`src/rtl/chimp_press_encoder_if.sv`:
```
// Board-side bus of the chimp press encoder: load port, cursor/select input,
// display read port, and the press/status outputs toward control and VGA.
interface chimp_press_encoder_if #(
    parameter int CELLS = 32,
    parameter int NUMW  = 5
);
    localparam int IDXW = $clog2(CELLS);
    localparam int RW   = $clog2(CELLS + 1);

    logic            iClear;
    logic            iLoadValid;
    logic [IDXW-1:0] iLoadCell;
    logic [NUMW-1:0] iLoadNum;
    logic [IDXW-1:0] iCursorCell;
    logic            iSelect;
    logic [IDXW-1:0] iReadCell;
    logic [NUMW-1:0] oReadNum;
    logic [NUMW:0]   oPressNum;
    logic [RW-1:0]   oRemaining;
    logic            oHide;
    logic            oBusy;

    modport master (
        output iClear, iLoadValid, iLoadCell, iLoadNum, iCursorCell, iSelect, iReadCell,
        input  oReadNum, oPressNum, oRemaining, oHide, oBusy
    );

    modport slave (
        input  iClear, iLoadValid, iLoadCell, iLoadNum, iCursorCell, iSelect, iReadCell,
        output oReadNum, oPressNum, oRemaining, oHide, oBusy
    );
endinterface

```
`src/rtl/chimp_press_encoder.sv`:
```
// Chimp board encoder: stores cell numbers, turns a cursor + select edge into a
// one-cycle press code, clears the pressed cell and tracks remaining/hide state.
module chimp_press_encoder #(
    parameter int CELLS = 32,
    parameter int NUMW  = 5
) (
    input  logic                 clk,
    input  logic                 iResetn,
    chimp_press_encoder_if.slave bus
);
    localparam int IDXW = $clog2(CELLS);
    localparam int RW   = $clog2(CELLS + 1);

    typedef enum logic [1:0] {IDLE, LOOKUP, EMIT} state_t;

    state_t          state_q, state_d;
    logic [NUMW-1:0] cells [CELLS];
    logic [IDXW-1:0] cell_q;
    logic [NUMW-1:0] num_q;
    logic [NUMW-1:0] read_q;
    logic [NUMW:0]   press_q;
    logic [RW-1:0]   remaining_q;
    logic [RW-1:0]   rem_up, rem_dn;
    logic            hide_q;
    logic            sel_q;
    logic            sel_edge;
    logic            emit_clr, load_hits_clr, load_old_occ, load_new_occ;

    assign sel_edge = bus.iSelect & ~sel_q;

    // NOTE: every always_comb output gets a default first so no path can
    // leave it unassigned and infer a latch.
    always_comb begin
        state_d = state_q;
        unique case (state_q)
            IDLE:    if (sel_edge && !bus.iLoadValid) state_d = LOOKUP;
            LOOKUP:  state_d = EMIT;
            EMIT:    state_d = IDLE;
            default: state_d = IDLE;
        endcase
        if (bus.iClear) state_d = IDLE;
    end

    // Count follows final cell occupancy, so a load colliding with the EMIT
    // clear of the same cell can never push the count out of 0..CELLS.
    always_comb begin
        emit_clr      = (state_q == EMIT) && (num_q != '0);
        load_hits_clr = emit_clr && bus.iLoadValid && (bus.iLoadCell == cell_q);
        load_old_occ  = (cells[bus.iLoadCell] != '0);
        load_new_occ  = (bus.iLoadNum != '0) && !load_hits_clr;
        rem_up        = '0;
        rem_dn        = '0;
        if (bus.iLoadValid) begin
            if (!load_old_occ && load_new_occ) rem_up = RW'(1);
            if (load_old_occ && !load_new_occ) rem_dn = RW'(1);
        end
        if (emit_clr && !load_hits_clr && (cells[cell_q] != '0)) rem_dn = rem_dn + RW'(1);
    end

    always_ff @(posedge clk) begin
        if (!iResetn) state_q <= IDLE;
        else          state_q <= state_d;
    end

    // NOTE: the cell array is reset explicitly because reset must leave the
    // board empty; a RAM-style array without reset would power up unknown.
    always_ff @(posedge clk) begin
        if (!iResetn) begin
            for (int i = 0; i < CELLS; i++) cells[i] <= '0;
            cell_q      <= '0;
            num_q       <= '0;
            read_q      <= '0;
            press_q     <= '0;
            remaining_q <= '0;
            hide_q      <= 1'b0;
            sel_q       <= 1'b1;
        end else begin
            sel_q   <= bus.iSelect;
            read_q  <= cells[bus.iReadCell];
            press_q <= '0;
            if (bus.iClear) begin
                for (int i = 0; i < CELLS; i++) cells[i] <= '0;
                remaining_q <= '0;
                hide_q      <= 1'b0;
            end else begin
                if (bus.iLoadValid) cells[bus.iLoadCell] <= bus.iLoadNum;
                // NOTE: with non-blocking assignments the later write to the
                // same element wins, so the EMIT clear overrides a load.
                if (emit_clr) begin
                    cells[cell_q] <= '0;
                    hide_q        <= 1'b1;
                end
                remaining_q <= remaining_q + rem_up - rem_dn;
                if (state_q == IDLE && state_d == LOOKUP) cell_q <= bus.iCursorCell;
                if (state_q == LOOKUP) num_q <= cells[cell_q];
                if (state_q == EMIT) press_q <= {1'b0, num_q};
            end
        end
    end

    assign bus.oReadNum   = read_q;
    assign bus.oPressNum  = press_q;
    assign bus.oRemaining = remaining_q;
    assign bus.oHide      = hide_q;
    assign bus.oBusy      = (state_q != IDLE);
endmodule
```
`src/flat_wrapper.sv`:
```
// flat-port wrapper written by rule: the top's interface ports become plain ports
module chimp_press_encoder_flat 
#(
    parameter int CELLS = 32,
    parameter int NUMW  = 5
)
  (clk, iResetn, bus_iClear, bus_iLoadValid, bus_iLoadCell, bus_iLoadNum, bus_iCursorCell, bus_iSelect, bus_iReadCell, bus_oReadNum, bus_oPressNum, bus_oRemaining, bus_oHide, bus_oBusy);
  chimp_press_encoder_if #(.CELLS(CELLS), .NUMW(NUMW)) bus_i ();
  input  logic clk;
  input  logic iResetn;
  input wire logic [$bits(bus_i.iClear)-1:0] bus_iClear;
  input wire logic [$bits(bus_i.iLoadValid)-1:0] bus_iLoadValid;
  input wire logic [$bits(bus_i.iLoadCell)-1:0] bus_iLoadCell;
  input wire logic [$bits(bus_i.iLoadNum)-1:0] bus_iLoadNum;
  input wire logic [$bits(bus_i.iCursorCell)-1:0] bus_iCursorCell;
  input wire logic [$bits(bus_i.iSelect)-1:0] bus_iSelect;
  input wire logic [$bits(bus_i.iReadCell)-1:0] bus_iReadCell;
  output wire logic [$bits(bus_i.oReadNum)-1:0] bus_oReadNum;
  output wire logic [$bits(bus_i.oPressNum)-1:0] bus_oPressNum;
  output wire logic [$bits(bus_i.oRemaining)-1:0] bus_oRemaining;
  output wire logic [$bits(bus_i.oHide)-1:0] bus_oHide;
  output wire logic [$bits(bus_i.oBusy)-1:0] bus_oBusy;
  assign bus_i.iClear = bus_iClear;
  assign bus_i.iLoadValid = bus_iLoadValid;
  assign bus_i.iLoadCell = bus_iLoadCell;
  assign bus_i.iLoadNum = bus_iLoadNum;
  assign bus_i.iCursorCell = bus_iCursorCell;
  assign bus_i.iSelect = bus_iSelect;
  assign bus_i.iReadCell = bus_iReadCell;
  assign bus_oReadNum = bus_i.oReadNum;
  assign bus_oPressNum = bus_i.oPressNum;
  assign bus_oRemaining = bus_i.oRemaining;
  assign bus_oHide = bus_i.oHide;
  assign bus_oBusy = bus_i.oBusy;
  chimp_press_encoder #(.CELLS(CELLS), .NUMW(NUMW)) u_core (.clk(clk), .iResetn(iResetn), .bus(bus_i));
endmodule
```
`config.mk`:
```
export PLATFORM = sky130hd
export DESIGN_NAME = chimp_press_encoder_flat
export DESIGN_NICKNAME = d
export VERILOG_FILES = /design/src/rtl/chimp_press_encoder_if.sv /design/src/rtl/chimp_press_encoder.sv /design/src/flat_wrapper.sv
export SDC_FILE = /design/constraint.sdc
export NUM_CORES = 1
export LEC_CHECK = 0
export ABC_AREA = 1
export CORE_UTILIZATION = 40
export CTS_BUF_LIST = sky130_fd_sc_hd__clkbuf_4
export CTS_CLUSTER_DIAMETER = 30
export DETAILED_ROUTE_END_ITERATION = 12
export DONT_BUFFER_PORTS = 1
export PLACE_DENSITY_LB_ADDON = 0.2
export SYNTH_ARGS = -nofsm -noshare
export SYNTH_HDL_FRONTEND = slang
export SYNTH_SLANG_ARGS = --single-unit
```
`constraint.sdc`:
```
create_clock -name clk -period 7.5 [get_ports clk]
set_input_delay 1.125 -clock clk [delete_from_list [all_inputs] [get_ports clk]]
set_output_delay 1.125 -clock clk [all_outputs]
set_load 0.03 [all_outputs]
```
# After elaboration in Yosys (flattened, before gate mapping)
# Memory sizes are Yosys's and may differ from the RTL's. A register that Yosys moved wholly into a read port is not among the register bits.
# Index checks and enable logic that the tools add are counted.
totals:
  register_bits: 26
  ramBits: 160
  input_bits: 25
  out_inout_bits: 19
  elab_cells: 140
  memories: 1
mem_list:
  columns: ["name", "depth", "width", "read_ports", "rd_clocked_by_memory_dff", "write_ports", "line_no", "text"]
  rows:
  - ["u_core.cells", 32, 5, 3, 2, 32, "chimp_press_encoder.sv:17", "logic [NUMW-1:0] cells [CELLS];"]
classes:
  n_addsub: 3
  n_eq_ne: 4
  muxes: 60
  bitwise: 37
  reduce_logical: 27
ops:
  columns: ["operator", "count"]
  rows:
  - ["two-way mux 5 bit", 38]
  - ["OR 1 bit", 32]
  - ["nonzero test 5 bit", 4]
  - ["two-way mux 6 bit", 3]
  - ["two-way mux 1 bit", 16]
  - ["logical AND 1 bit", 10]
  - ["OR reduction 5 bit", 2]
  - ["adder 6 x 1 -> 6 bit (second input constant)", 1]
  - ["adder 6 bit", 1]
  - ["subtractor 6 bit", 1]
  - ["== test 5 bit", 1]
  - ["logical NOT 1 bit", 5]
  - ["== test 2 x 1 -> 1 bit (second input constant)", 2]
  - ["two-way mux 2 bit", 2]
  - ["NOT 1 bit", 4]
  - ["one-hot mux 2 bit (2 select lines)", 1]
  - ["AND reduction 2 bit", 2]
  - ["OR reduction 3 bit", 1]
  - ["== test 2 bit (second input constant)", 1]
  - ["logical NOT 2 bit", 1]
  - ["nonzero test 2 bit", 1]
  - ["OR reduction 2 bit", 1]
  - ["AND 1 bit", 1]

# Longest topological paths before layout
# Gate-level depths: netlist of run 1.
logic_depth:
  depth_word: 13
  mapped_depth: 28

# Least setup slack after synthesis of run 1
# Ideal clock, no wire load.
synth_path:
  path_kind: "input to register"
  startpoint: "input bus_iLoadCell[0]"
  endpoint: "register u_core.remaining_q[4], in the netlist u_core.bus.oRemaining[4]"
  setup_ns: 0.125
  arrival_time_ns: 3.831
  t_required_ns: 7.375
  setup_slack_ns: 3.544
  cell_stages: 24
  cell_sequence: "buf_2 nand2_1 buf_2 nor2_1 nor2_1 nand2_1 nand2_1 nand2_1 nor2_1 nand2_1 nor2_1 nand3_1 nand2_1 inv_1 ha_1 ha_1 inv_1 ha_1 inv_1 fa_1 nor2_1 a211oi_1 o21ai_0 a21oi_1"
synth_via:
  elab_chain_cells: 11
synth_rtl:
  columns: ["item", "line_no", "text"]
  rows:
  - ["from (decl)", "flat_wrapper.sv:13", "input wire logic [$bits(bus_i.iLoadCell)-1:0] bus_iLoadCell;"]
  - ["parallel branches: the longest is 10 deep, another holds adder 6 x 1 -> 6 bit", null, null]
  - ["subtractor 6 bit (*)", "chimp_press_encoder.sv:93", "remaining_q <= remaining_q + rem_up - rem_dn;"]
  - ["to (signal assigned)", "chimp_press_encoder.sv:93", null]
  - ["to (decl)", "chimp_press_encoder.sv:22", "logic [RW-1:0] remaining_q;"]
# Mark *: on every way between the ends.
# A chain may end at the register's enable or synchronous reset.

==> run summary, run 1 <==
FMAX: 0.214 GHz
Hold path start: u_core.num_q[2]
Die X: 178 um
Clock latency on the worst-skew pair: 0.67 ns
Worst-margin pin slew: 1.27 ns
Pwr per Cell Area: 148 nW/um2
Sequential area share after synthesis: 31.5%
Slew headroom: 15.2%
Synthesized netlist cell count: 2071
Setup CP Type: flip-flop to flip-flop
Largest fanout on the critical path: 53
Setup Viol. Count Final: 0
Post-Syn Area: 12400 um2
Max clock buf depth: 2
# clock sinks: 195
Post-CTS Hold Buffers: 0
R2R depth: 22
Initial antenna violation count: 1
Drt wl/cell: 22.5 um
Largest net degree at the start of global routing: 77
Syn nets: 2105
Post-synth top cells: nand2_1, nor2_1, inv_1
First-pass GRT wire length: 79.4 mm
Nets: 2028
Critical Path AT: 5.26 ns
CP top delay family: simple AND/OR/NAND/NOR gates
R2R Path End: u_core.bus.oRemaining[4]
WHS: 0.453 ns
Hold crit path type: flip-flop to flip-flop
Max Cap Violations: 0
Peak VDD IR: 99.8 uV
Vias per cell: 5.95
Grt met2 use: 50.9%
GR met3 Demand/Resource: 7.12%
Post-DRT Antenna Nets: 0
Leading area contributor after synthesis: dfxtp_1
Post-synth ARST share: 0%
Floorplan Core Area: 30500 um2
Setup Fix Bufs, Post-CTS: 0
Number of remaining DRC errors: 0
Die Y: 178 um
Worst path slowest cell: dfxtp_4
Layout cell share with drive strength beyond 1: 4.88%
Vias: 14300
Placement Rows: 64
GR Overflow Total: 0
Gpl congestion: 0.970
Clk root buf: clkbuf_4
Synth top area share: 31.5%
Period utilization: 62.4%
H-tree levels: 4
CTS Buf Count: 17
WHS Endpoint: u_core.bus.oPressNum[2]
Setup Skew: 0.0350 ns
Outcome: complete, no violations
Vias in the first global route: 12700
CP Launch Type: flip-flop
IO Pins: 44
Final Total Pwr: 0.00190 W
RSZ-0062 raised after global routing: false
Setup slack, reg-to-reg: 2.82 ns
CTS tree: built
Fin. Hold Viols: 0
Syn Area/Cell: 5.99 um2
Worst-path clk slew: 0.19 ns
Worst path cell trace: inv_2 > buf_4 > nand2_1 > nand3_1 > nand3_1 > nand2_1 > nand2_1 > nand3_1 > nand2_1 > nand3_1 > nor2_1 > nor2_1 > ha_1 > ha_1 > inv_1 > ha_1 > inv_1 > fa_1 > nor2_1 > a211oi_1 > o21ai_0 > a21oi_1
Post-synth EDFFs: 0
DIE AREA: 31700 um2
Max Slew Vio Count: 0
Grt peak-use layer: met2
Leak: 4.83 nW
Multi-input logic area: 6960 um2
Yosys reg bits: 195
Final wirelength: 54.1 mm
Main synth FF type: dfxtp_1
Final TNS setup: 0 ns
Synth Warn #: 0
Worst setup EP type: flip-flop
Tmin final: 4.68 ns
WP buf/inv: 4
Crit path largest cell delay: 0.78 ns
Initial Utilization: 40.6%
I/O Buffers: 0
Top cells by area, synth: dfxtp_1, nand2_1, nor2_1
Hold depth: 2
Gr usage total: 34.1%
Synth unique cells: 36
Worst path required time: 8.08 ns
Area growth, synth to finish: 3.59%
Initial drt markers: 2023
Hpwl dp: 36.3 mm
Count leader, synth: nand2_1
# fillers: 3327
GR Util met1: 45.2%
Sequential cell area: 3910 um2
Post-CTS sizing: 0
Drt first pass iters: 8
## tightest hold or removal path, stage by stage (launching register included)
cell and delay, ns:
dfxtp_1 0.35, inv_1 0.05, nor2_1 0.03
## layer usage
metal	up-vias	wire, um
li1	6586	-
met1	6626	21700
met2	918	23200
met3	184	6200
met4	0	3060
met5	-	0
## sequential cells by signal (all words and copies together), names as in the netlist, named ones only
register               count
u_core.bus.oPressNum       5
u_core.bus.oHide           1
u_core.cells             160
u_core.sel_q               1
u_core.bus.oRemaining      6
u_core.num_q               5
u_core.bus.oReadNum        5
u_core.cell_q              5
u_core.state_q             2
## layout make-up
cell class	instances	share of cell area, %
antenna	1	0.0195
clock buffer	18	1.05
clock inverter	14	1.21
inverter	275	8.06
multi-input combinational	1484	54.2
sequential	195	30.4
tap	396	3.86
timing repair buffer	21	1.23
## layout by cell type, fill, tap and decap left out, types with 18 or more instances in the layout
| cell | synthesis | layout |
|---|---|---|
| buf_4 | 3 | 21 |
| nand3_1 | 212 | 212 |
| a21oi_1 | 174 | 174 |
| nand2_1 | 459 | 459 |
| nor3_2 | 20 | 20 |
| o22ai_1 | 108 | 108 |
| o21ai_0 | 137 | 137 |
| dfxtp_1 | 195 | 194 |
| inv_1 | 265 | 264 |
| clkbuf_4 | 0 | 18 |
| nor2_1 | 302 | 301 |
## worst max path at each step
stage,start,to,slack (ns),depth (start not counted)
global placement,bus_iLoadCell[1],u_core.bus.oRemaining[4],2.63,23
global route,flip-flop,u_core.bus.oRemaining[4],2.54,22
floorplan,bus_iLoadCell[0],u_core.bus.oRemaining[4],3.54,24
detailed placement,bus_iLoadCell[1],u_core.bus.oRemaining[4],2.59,23
finish,flip-flop,u_core.bus.oRemaining[4],2.82,22
CTS,flip-flop,u_core.bus.oRemaining[4],2.96,22
## kinds of logic after synthesis
group | Yosys count | share of synthesized area (%)
AND/OR/NAND/NOR | 1029 | 35.4
AO/OA/AOI/OAI | 443 | 19.5
buffers and inverters | 392 | 12.5
flip-flops | 195 | 31.5
adder cells (fa/ha/maj) | 9 | 0.969
XOR/XNOR | 2 | 0.141
other | 1 | 0.0302
## metrics by stage
step / instance area [um2] / instances / utilization (%) / setup WS, ns
6_report: 12800 / 2404 / 42.1 / 2.82
5_1_grt: 12800 / 2404 / 42.1 / 2.54
4_1_cts: 12800 / 2403 / 42.1 / 2.96
3_5_place_dp: 12600 / 2371 / 41.1 / 2.59
3_3_place_gp: 12600 / 2371 / 41.1 / 2.63
2_1_floorplan: 12400 / 2071 / - / 3.54
## power breakdown
part | switching [W] | internal [W] | total [W]
clock network | 0.000430 | 0.000207 | 0.000637
logic | 0.000158 | 0.0000480 | 0.000206
registers | 0.0000149 | 0.00104 | 0.00106
Note: power is estimated with default switching activity, not from simulation.
==> run 2: changes to the inputs <==
- clock period: 7.5 -> 3.81 ns (I/O delays scaled with it)
==> run 2 against run 1 <==
Compared with the run above:
- core utilization grew 0.91 points
- cell count grew 0.87%
- first-iteration DRC count grew 3.8%
- clock skew shrank 0.00078 ns
==> run summary, run 2 (synthesis results as in run 1) <==
GR Overflow Total: 0 (unchanged)
Max FFs per register: 160 (unchanged)
Post-route setup slack: 0.227 ns (-2.59 ns)
Largest net degree at the start of global routing: 71 (-7.8%)
Final TNS setup: 0 ns (unchanged)
Setup CP Type: flip-flop to flip-flop
Finished Layout Cells: 2425 (+0.87%)
Max Cap Violations: 0 (unchanged)
Critical Path AT: 4.15 ns (-1.11 ns)
Vias: 14300 (-0.063%)
Drt wl/cell: 22.6 um (+0.36%)
Worst setup EP type: flip-flop
Placed Cells: 2389 (+0.76%)
Max Slew Vio Count: 0 (unchanged)
Commonest non-fill, non-tap cell in the layout: nand2_1
Gpl congestion: 0.986 (+1.7%)
Worst-path clk slew: 0.19 ns (about the same)
Worst-margin pin slew: 1.25 ns (-0.0201 ns)
Nets: 2049 (+1.0%)
Area growth, synth to finish: 5.84%
Clk root buf: clkbuf_4
Setup Fix Bufs, Post-CTS: 0 (unchanged)
Setup Skew: 0.0343 ns (-0.000785 ns)
Tmin final: 3.58 ns (-1.10 ns)
WHS: 0.0372 ns (-0.416 ns)
Drt first pass iters: 8 (unchanged)
Vias per cell: 5.90 (-0.93%)
Initial Utilization: 40.6% (unchanged)
Layout cell share with drive strength beyond 1: 5.92% (+1.0 points)
Gr usage total: 34.7% (+0.62 points)
Max clock buf depth: 2 (unchanged)
Commonest non-fill, non-tap cells in the layout: nand2_1, nor2_1, inv_1
Period utilization: 94.0% (+32 points)
Hold depth: 2 (unchanged)
Final wirelength: 54.8 mm (+1.2%)
Slew headroom: 16.5% (+1.3 points)
CTS Buf Count: 17 (unchanged)
DIE AREA: 31700 um2 (unchanged)
Post-DRT Antenna Nets: 0 (unchanged)
Hold crit path type: input port to flip-flop
I/O Buffers: 0 (unchanged)
Floorplan Core Area: 30500 um2 (unchanged)
Initial antenna violation count: 1 (unchanged)
IO Pins: 44 (unchanged)
Die Y: 178 um (unchanged)
Pwr per Cell Area: 284 nW/um2 (+92%)
Outcome: complete, no violations
Vias in the first global route: 12800 (+0.47%)
Initial drt markers: 2099 (+3.8%)
Clock latency on the worst-skew pair: 0.66 ns (about the same)
Die X: 178 um (unchanged)
Fin. Hold Viols: 0 (unchanged)
Hpwl dp: 37.8 mm (+4.1%)
Post-place setup slack: -0.0955 ns (-2.68 ns)
Setup Viol. Count Final: 0 (unchanged)
FMAX: 0.279 GHz (+31%)
Largest fanout on the critical path: 54 (+1.9%)
R2R depth: 21 (-4.5%)
Largest register by flop count: u_core.cells
CTS tree: built
First-pass GRT wire length: 80.6 mm (+1.5%)
Worst path required time: 4.38 ns (-3.70 ns)
H-tree levels: 4 (unchanged)
Leak: 4.97 nW (+2.9%)
CP Launch Type: flip-flop
# clock sinks: 195 (unchanged)
Peak VDD IR: 214 uV (+110%)
Placement Rows: 64 (unchanged)
Number of remaining DRC errors: 0 (unchanged)
-- run 2: changes by cell type in the layout (fill, tap and decap cells not counted), sizes merged --
cell and delta:
clkinvlp +1, bufinv -1, buf +18, clkbuf -1, dlygate4sd3 +3, clkinv -2, inv +3
-- run 2: cell type report --
cell class	count	area [um2]
multi-input cells	1484	6960
fillers	3279	17400
inverters	275	1030
repair buffers	42	450
clock buffers	17	128
flip-flops and latches	195	3910
clock inverters	15	148
well taps	396	495
diodes	1	2.50
-- run 2: metrics by stage --
step                      instance area [um2]  util, %  power, W
final                                   13100     43.0   0.00372
after global routing                    13100     43.0   0.00383
after CTS                               13100     42.9   0.00371
after detailed placement                12800     41.9   0.00254
after global placement                  12800     41.9   0.00254
after floorplan                         12400        -   0.00241
-- run 2: timing repair --
action                     4_1_cts  5_1_grt
setup endpoints to repair        0        2
hold buffers                     3        0
hold endpoints to repair         6        0
resized for setup                0        8
-- run 2: final timing paths --
kind | slack, ns | endpoint | start
max | 0.23 | u_core.bus.oRemaining[4] | flip-flop
min | 0.04 | u_core.num_q[1] | iResetn
max reg2reg | 0.23 | u_core.bus.oRemaining[4] | flip-flop
min reg2reg | 0.45 | u_core.bus.oPressNum[2] | u_core.num_q[2]
-- run 2: critical path: stages, from the launching register on --
cell,delay (ns)
dfxtp_4,0.41
buf_12,0.18
a21oi_1,0.19
o21ai_0,0.18
nand3_1,0.12
nand2_1,0.09
nand2_1,0.08
nand3_1,0.11
nand2_1,0.14
nand2_1,0.08
nor2_2,0.13
nor2_1,0.06
ha_1,0.29
ha_1,0.27
inv_1,0.06
ha_1,0.16
inv_1,0.06
fa_1,0.46
nor2_1,0.12
a211oi_1,0.06
o21ai_0,0.15
a21oi_1,0.05
-- run 2: routing by layer --
metal / wire length (um) / up-vias / track usage (%) / share of wire, %
met3: 5340 / 182 / 4.43 / 9.8
li1: - / 6635 / - / -
met4: 3150 / 0 / 19.3 / 5.7
met5: 0 / - / 0 / 0
met2: 23700 / 905 / 53.0 / 43
met1: 22600 / 6583 / 47.0 / 41
-- run 2: power breakdown --
group | switching [W] | total, W | internal (W) | leakage (nW)
Clock | 0.000863 | 0.00121 | 0.000344 | 0.148
Sequential | 0.0000259 | 0.00208 | 0.00206 | 1.57
Combinational | 0.000318 | 0.000434 | 0.000116 | 3.25
Total | 0.00121 | 0.00372 | 0.00252 | 4.97
